===== src/rtl/ifu_pkg.sv =====
// Shared types for the IFU instruction-memory fill path.
// Latency: n/a (types and constants only).
// Backpressure: n/a.
package ifu_pkg;

    localparam int CL_WIDTH        = 128;
    localparam int IMEM_FILL_BEATS = CL_WIDTH / 32;

    typedef enum logic [1:0] {
        IDLE = 2'd0,
        READ = 2'd1,
        WAIT = 2'd2,
        RSP  = 2'd3
    } t_imem_fill_state;

    // Fill request from the instruction cache: a miss address plus a strobe.
    typedef struct packed {
        logic        fill_requested_address_valid;
        logic [31:0] fill_requested_address;
    } t_cache2i_mem_req;

    // Filled line returned to the instruction cache.
    typedef struct packed {
        logic                valid;
        logic [31:0]         address;
        logic [CL_WIDTH-1:0] filled_instruction;
    } t_i_mem2cache_rsp;

endpackage


===== src/rtl/ifu_fill_req_fifo.sv =====
// Fill-request queue: power-of-2 circular buffer of request addresses.
// Latency: pushed entry visible on head_data the cycle after the push edge.
// Backpressure: none internally; push is ignored when full unless popping the same cycle.
//
// Ports: Clk/RstN clock and async active-low reset; push/push_data enqueue;
// pop dequeues the head; full/empty/count occupancy; head_data oldest entry.
module ifu_fill_req_fifo #(
    parameter int DEPTH = 2,
    parameter int WIDTH = 32
) (
    input  logic                     Clk,
    input  logic                     RstN,
    input  logic                     push,
    input  logic [WIDTH-1:0]         push_data,
    input  logic                     pop,
    output logic                     full,
    output logic                     empty,
    output logic [$clog2(DEPTH):0]   count,
    output logic [WIDTH-1:0]         head_data
);

    localparam int PW = $clog2(DEPTH);

    logic [WIDTH-1:0] mem [DEPTH];
    logic [PW-1:0]    wr_ptr;
    logic [PW-1:0]    rd_ptr;
    logic             do_push;
    logic             do_pop;

    assign full      = (count == (PW+1)'(DEPTH));
    assign empty     = (count == '0);
    assign do_pop    = pop && !empty;
    // A full queue still takes a push when the head leaves in the same cycle.
    assign do_push   = push && (!full || do_pop);
    assign head_data = mem[rd_ptr];

    always_ff @(posedge Clk or negedge RstN) begin
        if (!RstN) begin
            wr_ptr <= '0;
            rd_ptr <= '0;
            count  <= '0;
        end else begin
            if (do_push) begin
                wr_ptr <= wr_ptr + 1'b1;
            end
            if (do_pop) begin
                rd_ptr <= rd_ptr + 1'b1;
            end
            case ({do_push, do_pop})
                2'b10:   count <= count + 1'b1;
                2'b01:   count <= count - 1'b1;
                default: count <= count;
            endcase
        end
    end

    // Storage needs no reset: occupancy is tracked by count alone.
    always_ff @(posedge Clk) begin
        if (do_push) begin
            mem[wr_ptr] <= push_data;
        end
    end

endmodule


===== src/rtl/ifu_imem_fill_rsp.sv =====
// Instruction-memory fill responder: queues cache fill requests, reads 4 SRAM words, returns one line.
// Latency: request accepted at T into an idle block -> response valid at T+6+SRAM_RD_LATENCY.
// Backpressure: none toward the cache; a request arriving to a full queue is dropped and FillOverflow sticks.
//
// Ports: Clk/RstN clock and async active-low reset; Cache2IMemReq fill request in;
// IMem2CacheRsp one-cycle line response; SramRdEn/SramRdAddr/SramRdData SRAM read port;
// FillOverflow sticky drop flag. Optional macro IFU_FILL_CRITICAL_WORD_FIRST_EN starts
// each fill at the requested word and wraps; response content and timing are unchanged.
module ifu_imem_fill_rsp
    import ifu_pkg::*;
#(
    parameter int SRAM_RD_LATENCY = 1,
    parameter int REQ_Q_DEPTH     = 2,
    parameter int IMEM_ADDR_W     = 14
) (
    input  logic                   Clk,
    input  logic                   RstN,
    input  t_cache2i_mem_req       Cache2IMemReq,
    output t_i_mem2cache_rsp       IMem2CacheRsp,
    output logic                   SramRdEn,
    output logic [IMEM_ADDR_W-1:0] SramRdAddr,
    input  logic [31:0]            SramRdData,
    output logic                   FillOverflow
);

    localparam int QCW = $clog2(REQ_Q_DEPTH) + 1;

    t_imem_fill_state    state;
    t_imem_fill_state    state_nxt;
    logic [31:0]         head_addr;
    logic                q_full;
    logic                q_empty;
    logic [QCW-1:0]      q_count;
    logic                push;
    logic                pop;
    logic                drop;
    logic [1:0]          beat_cnt;
    logic [1:0]          beat_ofs;
    logic [1:0]          cap_cnt;
    logic                pipe_vld  [SRAM_RD_LATENCY];
    logic [1:0]          pipe_slot [SRAM_RD_LATENCY];
    logic                cap_vld;
    logic [1:0]          cap_slot;
    logic [CL_WIDTH-1:0] line_q;
    logic                unused_addr_bits;

    // Head leaves the queue in the single response cycle.
    assign pop  = (state == RSP);
    assign push = Cache2IMemReq.fill_requested_address_valid && (!q_full || pop);
    assign drop = Cache2IMemReq.fill_requested_address_valid && q_full && !pop;

    ifu_fill_req_fifo #(
        .DEPTH (REQ_Q_DEPTH),
        .WIDTH (32)
    ) u_req_fifo (
        .Clk       (Clk),
        .RstN      (RstN),
        .push      (push),
        .push_data (Cache2IMemReq.fill_requested_address),
        .pop       (pop),
        .full      (q_full),
        .empty     (q_empty),
        .count     (q_count),
        .head_data (head_addr)
    );

    // Byte offset within a word never matters; sub-line bits only matter for word ordering.
    assign unused_addr_bits = ^head_addr[3:0];

`ifdef IFU_FILL_CRITICAL_WORD_FIRST_EN
    assign beat_ofs = head_addr[3:2] + beat_cnt;
`else
    assign beat_ofs = beat_cnt;
`endif

    // The word offset of each beat travels alongside the read so the returning
    // data lands in the right slot whatever order the beats were issued in.
    assign cap_vld  = pipe_vld[SRAM_RD_LATENCY-1];
    assign cap_slot = pipe_slot[SRAM_RD_LATENCY-1];

    always_ff @(posedge Clk or negedge RstN) begin
        if (!RstN) begin
            state <= IDLE;
        end else begin
            state <= state_nxt;
        end
    end

    always_comb begin
        state_nxt = state;
        case (state)
            IDLE: if (!q_empty) state_nxt = READ;
            READ: if (beat_cnt == 2'd3) state_nxt = WAIT;
            WAIT: if (cap_vld && cap_cnt == 2'd3) state_nxt = RSP;
            // q_count still includes the head being popped this cycle.
            RSP:  state_nxt = (q_count > QCW'(1) || push) ? READ : IDLE;
            default: state_nxt = IDLE;
        endcase
    end

    always_comb begin
        IMem2CacheRsp = '0;
        SramRdEn      = 1'b0;
        SramRdAddr    = '0;
        if (state == READ) begin
            SramRdEn   = 1'b1;
            SramRdAddr = {head_addr[IMEM_ADDR_W+1:4], beat_ofs};
        end
        if (state == RSP) begin
            IMem2CacheRsp.valid              = 1'b1;
            IMem2CacheRsp.address            = {head_addr[31:4], 4'h0};
            IMem2CacheRsp.filled_instruction = line_q;
        end
    end

    // Beat and capture counters wrap to zero after four, ready for the next line.
    always_ff @(posedge Clk or negedge RstN) begin
        if (!RstN) begin
            beat_cnt <= 2'd0;
            cap_cnt  <= 2'd0;
        end else begin
            if (state == READ) begin
                beat_cnt <= beat_cnt + 2'd1;
            end
            if (cap_vld) begin
                cap_cnt <= cap_cnt + 2'd1;
            end
        end
    end

    // Reset clears the pipe, so words in flight at reset are never captured.
    always_ff @(posedge Clk or negedge RstN) begin
        if (!RstN) begin
            for (int i = 0; i < SRAM_RD_LATENCY; i++) begin
                pipe_vld[i]  <= 1'b0;
                pipe_slot[i] <= 2'd0;
            end
        end else begin
            pipe_vld[0]  <= SramRdEn;
            pipe_slot[0] <= beat_ofs;
            for (int i = 1; i < SRAM_RD_LATENCY; i++) begin
                pipe_vld[i]  <= pipe_vld[i-1];
                pipe_slot[i] <= pipe_slot[i-1];
            end
        end
    end

    always_ff @(posedge Clk or negedge RstN) begin
        if (!RstN) begin
            line_q <= '0;
        end else if (cap_vld) begin
            for (int k = 0; k < IMEM_FILL_BEATS; k++) begin
                if (cap_slot == 2'(k)) begin
                    line_q[32*k +: 32] <= SramRdData;
                end
            end
        end
    end

    always_ff @(posedge Clk or negedge RstN) begin
        if (!RstN) begin
            FillOverflow <= 1'b0;
        end else if (drop) begin
            FillOverflow <= 1'b1;
        end
    end

endmodule


===== config.mk =====
export PLATFORM = sky130hd
export DESIGN_NAME = ifu_imem_fill_rsp
export DESIGN_NICKNAME = d
export VERILOG_FILES = /design/src/rtl/ifu_pkg.sv /design/src/rtl/ifu_fill_req_fifo.sv /design/src/rtl/ifu_imem_fill_rsp.sv
export SDC_FILE = /design/constraint.sdc
export NUM_CORES = 1
export LEC_CHECK = 0
export ABC_AREA = 0
export BUFFER_PORTS_ARGS = -buffer_cell sky130_fd_sc_hd__clkbuf_2
export CORE_MARGIN = 4
export CORE_UTILIZATION = 52
export DETAILED_ROUTE_END_ITERATION = 8
export PLACE_DENSITY = 0.8
export SETUP_SLACK_MARGIN = 0.1
export SKIP_CTS_REPAIR_TIMING = 1
export SYNTH_ARGS = -nofsm -noshare
export SYNTH_HDL_FRONTEND = slang
export SYNTH_SLANG_ARGS = --single-unit

===== constraint.sdc =====
create_clock -name Clk -period 3.4 [get_ports Clk]
set_input_delay 0.68 -clock Clk [delete_from_list [all_inputs] [get_ports Clk]]
set_output_delay 0.68 -clock Clk [all_outputs]
set_load 0.05 [all_outputs]

==> flow_summary.toml <==
[die]
coreArea_um2 = 16100
die_area_um2 = 18800
die-width_um = 137
io-pin-count = 244
die_height_um = 137
initial_standard_cell_utilization_of_the_core_pct = 53.7
placement_rows = 46

[logic_synthesis]
post_synth.cell_area_avg_um2 = 14.1
synthCells = 614
synth_largest_area_cell = "sky130_fd_sc_hd__dfrtp_1"
synth.area.top_cells = "sky130_fd_sc_hd__dfrtp_1 41%, sky130_fd_sc_hd__edfxtp_1 19%, sky130_fd_sc_hd__mux2_2 17%"
yosysWarnings = 0
synth-seq-cells = 198
synth_edf_count = 56
synth_largest_type_area_fraction_pct = 41.1
synthArstFlopShare_pct = 71.7
mappedNetlistArea_um2 = 8650
seq_total_area_yosys_pct = 60.5
ys_dominant_reg_cell = "sky130_fd_sc_hd__dfrtp_1"
yosysUniqueCellTypes = 30

[sta]
worst-slew-pin-transition_ns = 0.766
setup-violations-final = 0
timing.final.hold_violations = 0
period_needed_ns = 2.87
slew_headroom_pct = 48.8
final-max-slew-violation-count = 0
peak_clock_frequency_supported_by_timing_mhz = 348
clock_skew_ns = 0.00686
finalSetupTns_ns = 0
rsz0062_at_grt = "no"
period_share_pct = 84.5

[global_routing]
gr-usage-met3_pct = 5.63
global_route.usage.met1_pct = 26.1
grt.busiest_layer = "met2"
grt_antenna_before_repair = 0
globalRouteOverflowTotal = 0
grt_first_pass_wirelength_um = 29800
grt_pass1_vias = 5654
grt_start_max_net_pins = 100
grt_use_met2_pct = 33.7
groute.usage.overall_pct = 20.3

[worst_setup_path]
endpoint_kind = "primary output"
start_kind = "flip-flop"
worst_path_max_delay_cell = "sky130_fd_sc_hd__ha_1"
timing.critical_path.cells = "inv_1 -> ha_1 -> nor2b_1 -> clkbuf_2"
cp_data_arrival_time_ns = 2.19
max_stage_delay_ns = 0.62
path_max_fanout = 19
critical_path_class = "flip-flop to primary output"
crit_path_required_time_ns = 2.72

[finish]
layout-area-overhead-vs-synth_pct = 22.3
post_route_cells_drive_above_1_share_pct = 47.5
antenna_cells = 0
num-nets-final = 922

[cts]
cts.htree.levels = 4
cts_clock_pin_slew_for_the_worst_setup_and_hold_paths_ns = 0.07
tritoncts = "yes"
tritoncts_sink_count = 198
clock_path_buffers = 2
insertion_delay_ns = 0.42
cts-root-buf = "sky130_fd_sc_hd__clkbuf_16"
cts_made_buffers = 17

[detailed_routing]
number_of_iterations_in_the_first_detailed_routing_pass = 4
vias = 5378
final_antenna_net_count = 0
route.detailed.drc = 0
avgViaCountPerCell = 5.02
finalWirelength_um = 18600
drt_first_iter_violations = 216
drt-wirelength-per-cell_um = 17.3

[min_path]
worst_hold_path_type = "input port to async pin"

[placement]
gp_routability_congestion = 0.749
place.port_buffers = 235
place.detailed.hpwl_um = 13200

[status]
run_status = "finished, final reports clean"

[job]
drv.max_cap_violation_count = 0
cell usage in the layout, fill, tap and decap left out, types with 3 or more instances in the layout:
master                      netlist  layout
sky130_fd_sc_hd__inv_1            7       7
sky130_fd_sc_hd__mux2i_1         28      28
sky130_fd_sc_hd__mux2_2         127     127
sky130_fd_sc_hd__clkbuf_2         0     234
sky130_fd_sc_hd__xnor2_1          3       3
sky130_fd_sc_hd__xor2_1           3       3
sky130_fd_sc_hd__clkbuf_16        0      17
sky130_fd_sc_hd__inv_6            0       4
sky130_fd_sc_hd__dfrtp_1        142     142
sky130_fd_sc_hd__buf_4           10       9
sky130_fd_sc_hd__mux2_1           4       4
sky130_fd_sc_hd__nand2_1          3       3
sky130_fd_sc_hd__ha_1            12      11
sky130_fd_sc_hd__and2_1         130     130
sky130_fd_sc_hd__conb_1           1       4
sky130_fd_sc_hd__clkbuf_1        18       4
sky130_fd_sc_hd__edfxtp_1        56      56
sky130_fd_sc_hd__nor2b_1         42      42
routing by layer:
| layer | vias up | wire [um] |
|---|---|---|
| met5 | - | 0 |
| met4 | 0 | 227 |
| met3 | 20 | 1450 |
| met2 | 193 | 9030 |
| met1 | 2625 | 7860 |
| li1 | 2540 | - |
worst max-delay path, delay by kind of cell, from the launching register on:
| kind | cells | cell delay, ns |
|---|---|---|
| buf+inv | 2 | 0.44 |
| flops | 1 | 0.46 |
| simple gates | 1 | 0.26 |
| fa+ha+maj | 1 | 0.62 |
Yosys cell counts (all sizes together), types with 3 or more instances:
library cell and n:
nand2 3, inv 7, nor2b 42, and2 130
mux2 131, o21ai 3, ha 12, mux2i 28
buf 21, edfxtp 56, xnor2 3, xor2 3
dfrtp 142, clkbuf 18
sequential cells by signal, indices dropped and copies added (netlist names):
| register | cells |
|---|---|
| line_q | 128 |
| u_req_fifo.count | 2 |
| u_req_fifo.rd_ptr | 1 |
| FillOverflow | 1 |
| state | 2 |
| beat_cnt | 2 |
| u_req_fifo.wr_ptr | 1 |
| cap_slot | 2 |
| cap_cnt | 2 |
| u_req_fifo.mem | 56 |
| cap_vld | 1 |
kinds of logic (layout without fill, tap and decap cells):
group / count (synthesis) / after routing / share of synthesized area, %
xor gates and xnor gates: 6 / 6 / 0.608
adders and majority gates: 12 / 12 / 1.74
AOI/OAI and AO/OA: 7 / 7 / 0.579
muxes: 159 / 159 / 20.3
buffers and inverters: 46 / 285 / 2.81
DFF: 198 / 198 / 60.5
other: 1 / 4 / 0.0433
and+or+nand+nor: 185 / 185 / 13.4
final timing paths:
kind	from	endpoint	slack, ns	cells after the start
max	state[1]$_DFFE_PN0P_	SramRdAddr[7]	0.53	4
min	RstN	line_q[47]$_DFFE_PN0P_	0.22	1
max reg2reg	state[0]$_DFFE_PN0P_	u_req_fifo.mem[0][27]$_DFFE_PP_	1.21	6
min reg2reg	beat_cnt[1]$_DFFE_PN0N_	cap_slot[1]$_DFF_PN0_	0.45	0
max in group asynchronous	RstN	line_q[61]$_DFFE_PN0P_	2.42	2
min in group Clk	Cache2IMemReq[18]	u_req_fifo.mem[0][18]$_DFFE_PP_	0.45	1
metrics by stage:
stage / cells / util [%] / setup WS, ns / area [um2] / hold WS (ns)
after CTS: 1072 / 65.6 / 0.487 / 10600 / 0.226
after global routing: 1072 / 65.6 / 0.345 / 10600 / 0.247
final: 1072 / 65.6 / 0.527 / 10600 / 0.218
after global placement: 1040 / 62.2 / 1.04 / 10000 / 0.447
after floorplan: 617 / - / 0.607 / 8660 / 0.384
after detailed placement: 1040 / 62.2 / 0.952 / 10000 / 0.442
area by class of cell:
cell class | count | area (um2)
Timing Repair Buffer | 246 | 1290
Clock inverter | 10 | 96.3
Inverter | 7 | 26.3
Tap cell | 216 | 270
Sequential cell | 198 | 5240
Clock buffer | 22 | 454
Fill cell | 1129 | 5540
Multi-Input combinational cell | 373 | 3210
Power is left out: the tool's default activity adds up to more than one toggle a clock period on the data nets, which glitch-free logic cannot reach.
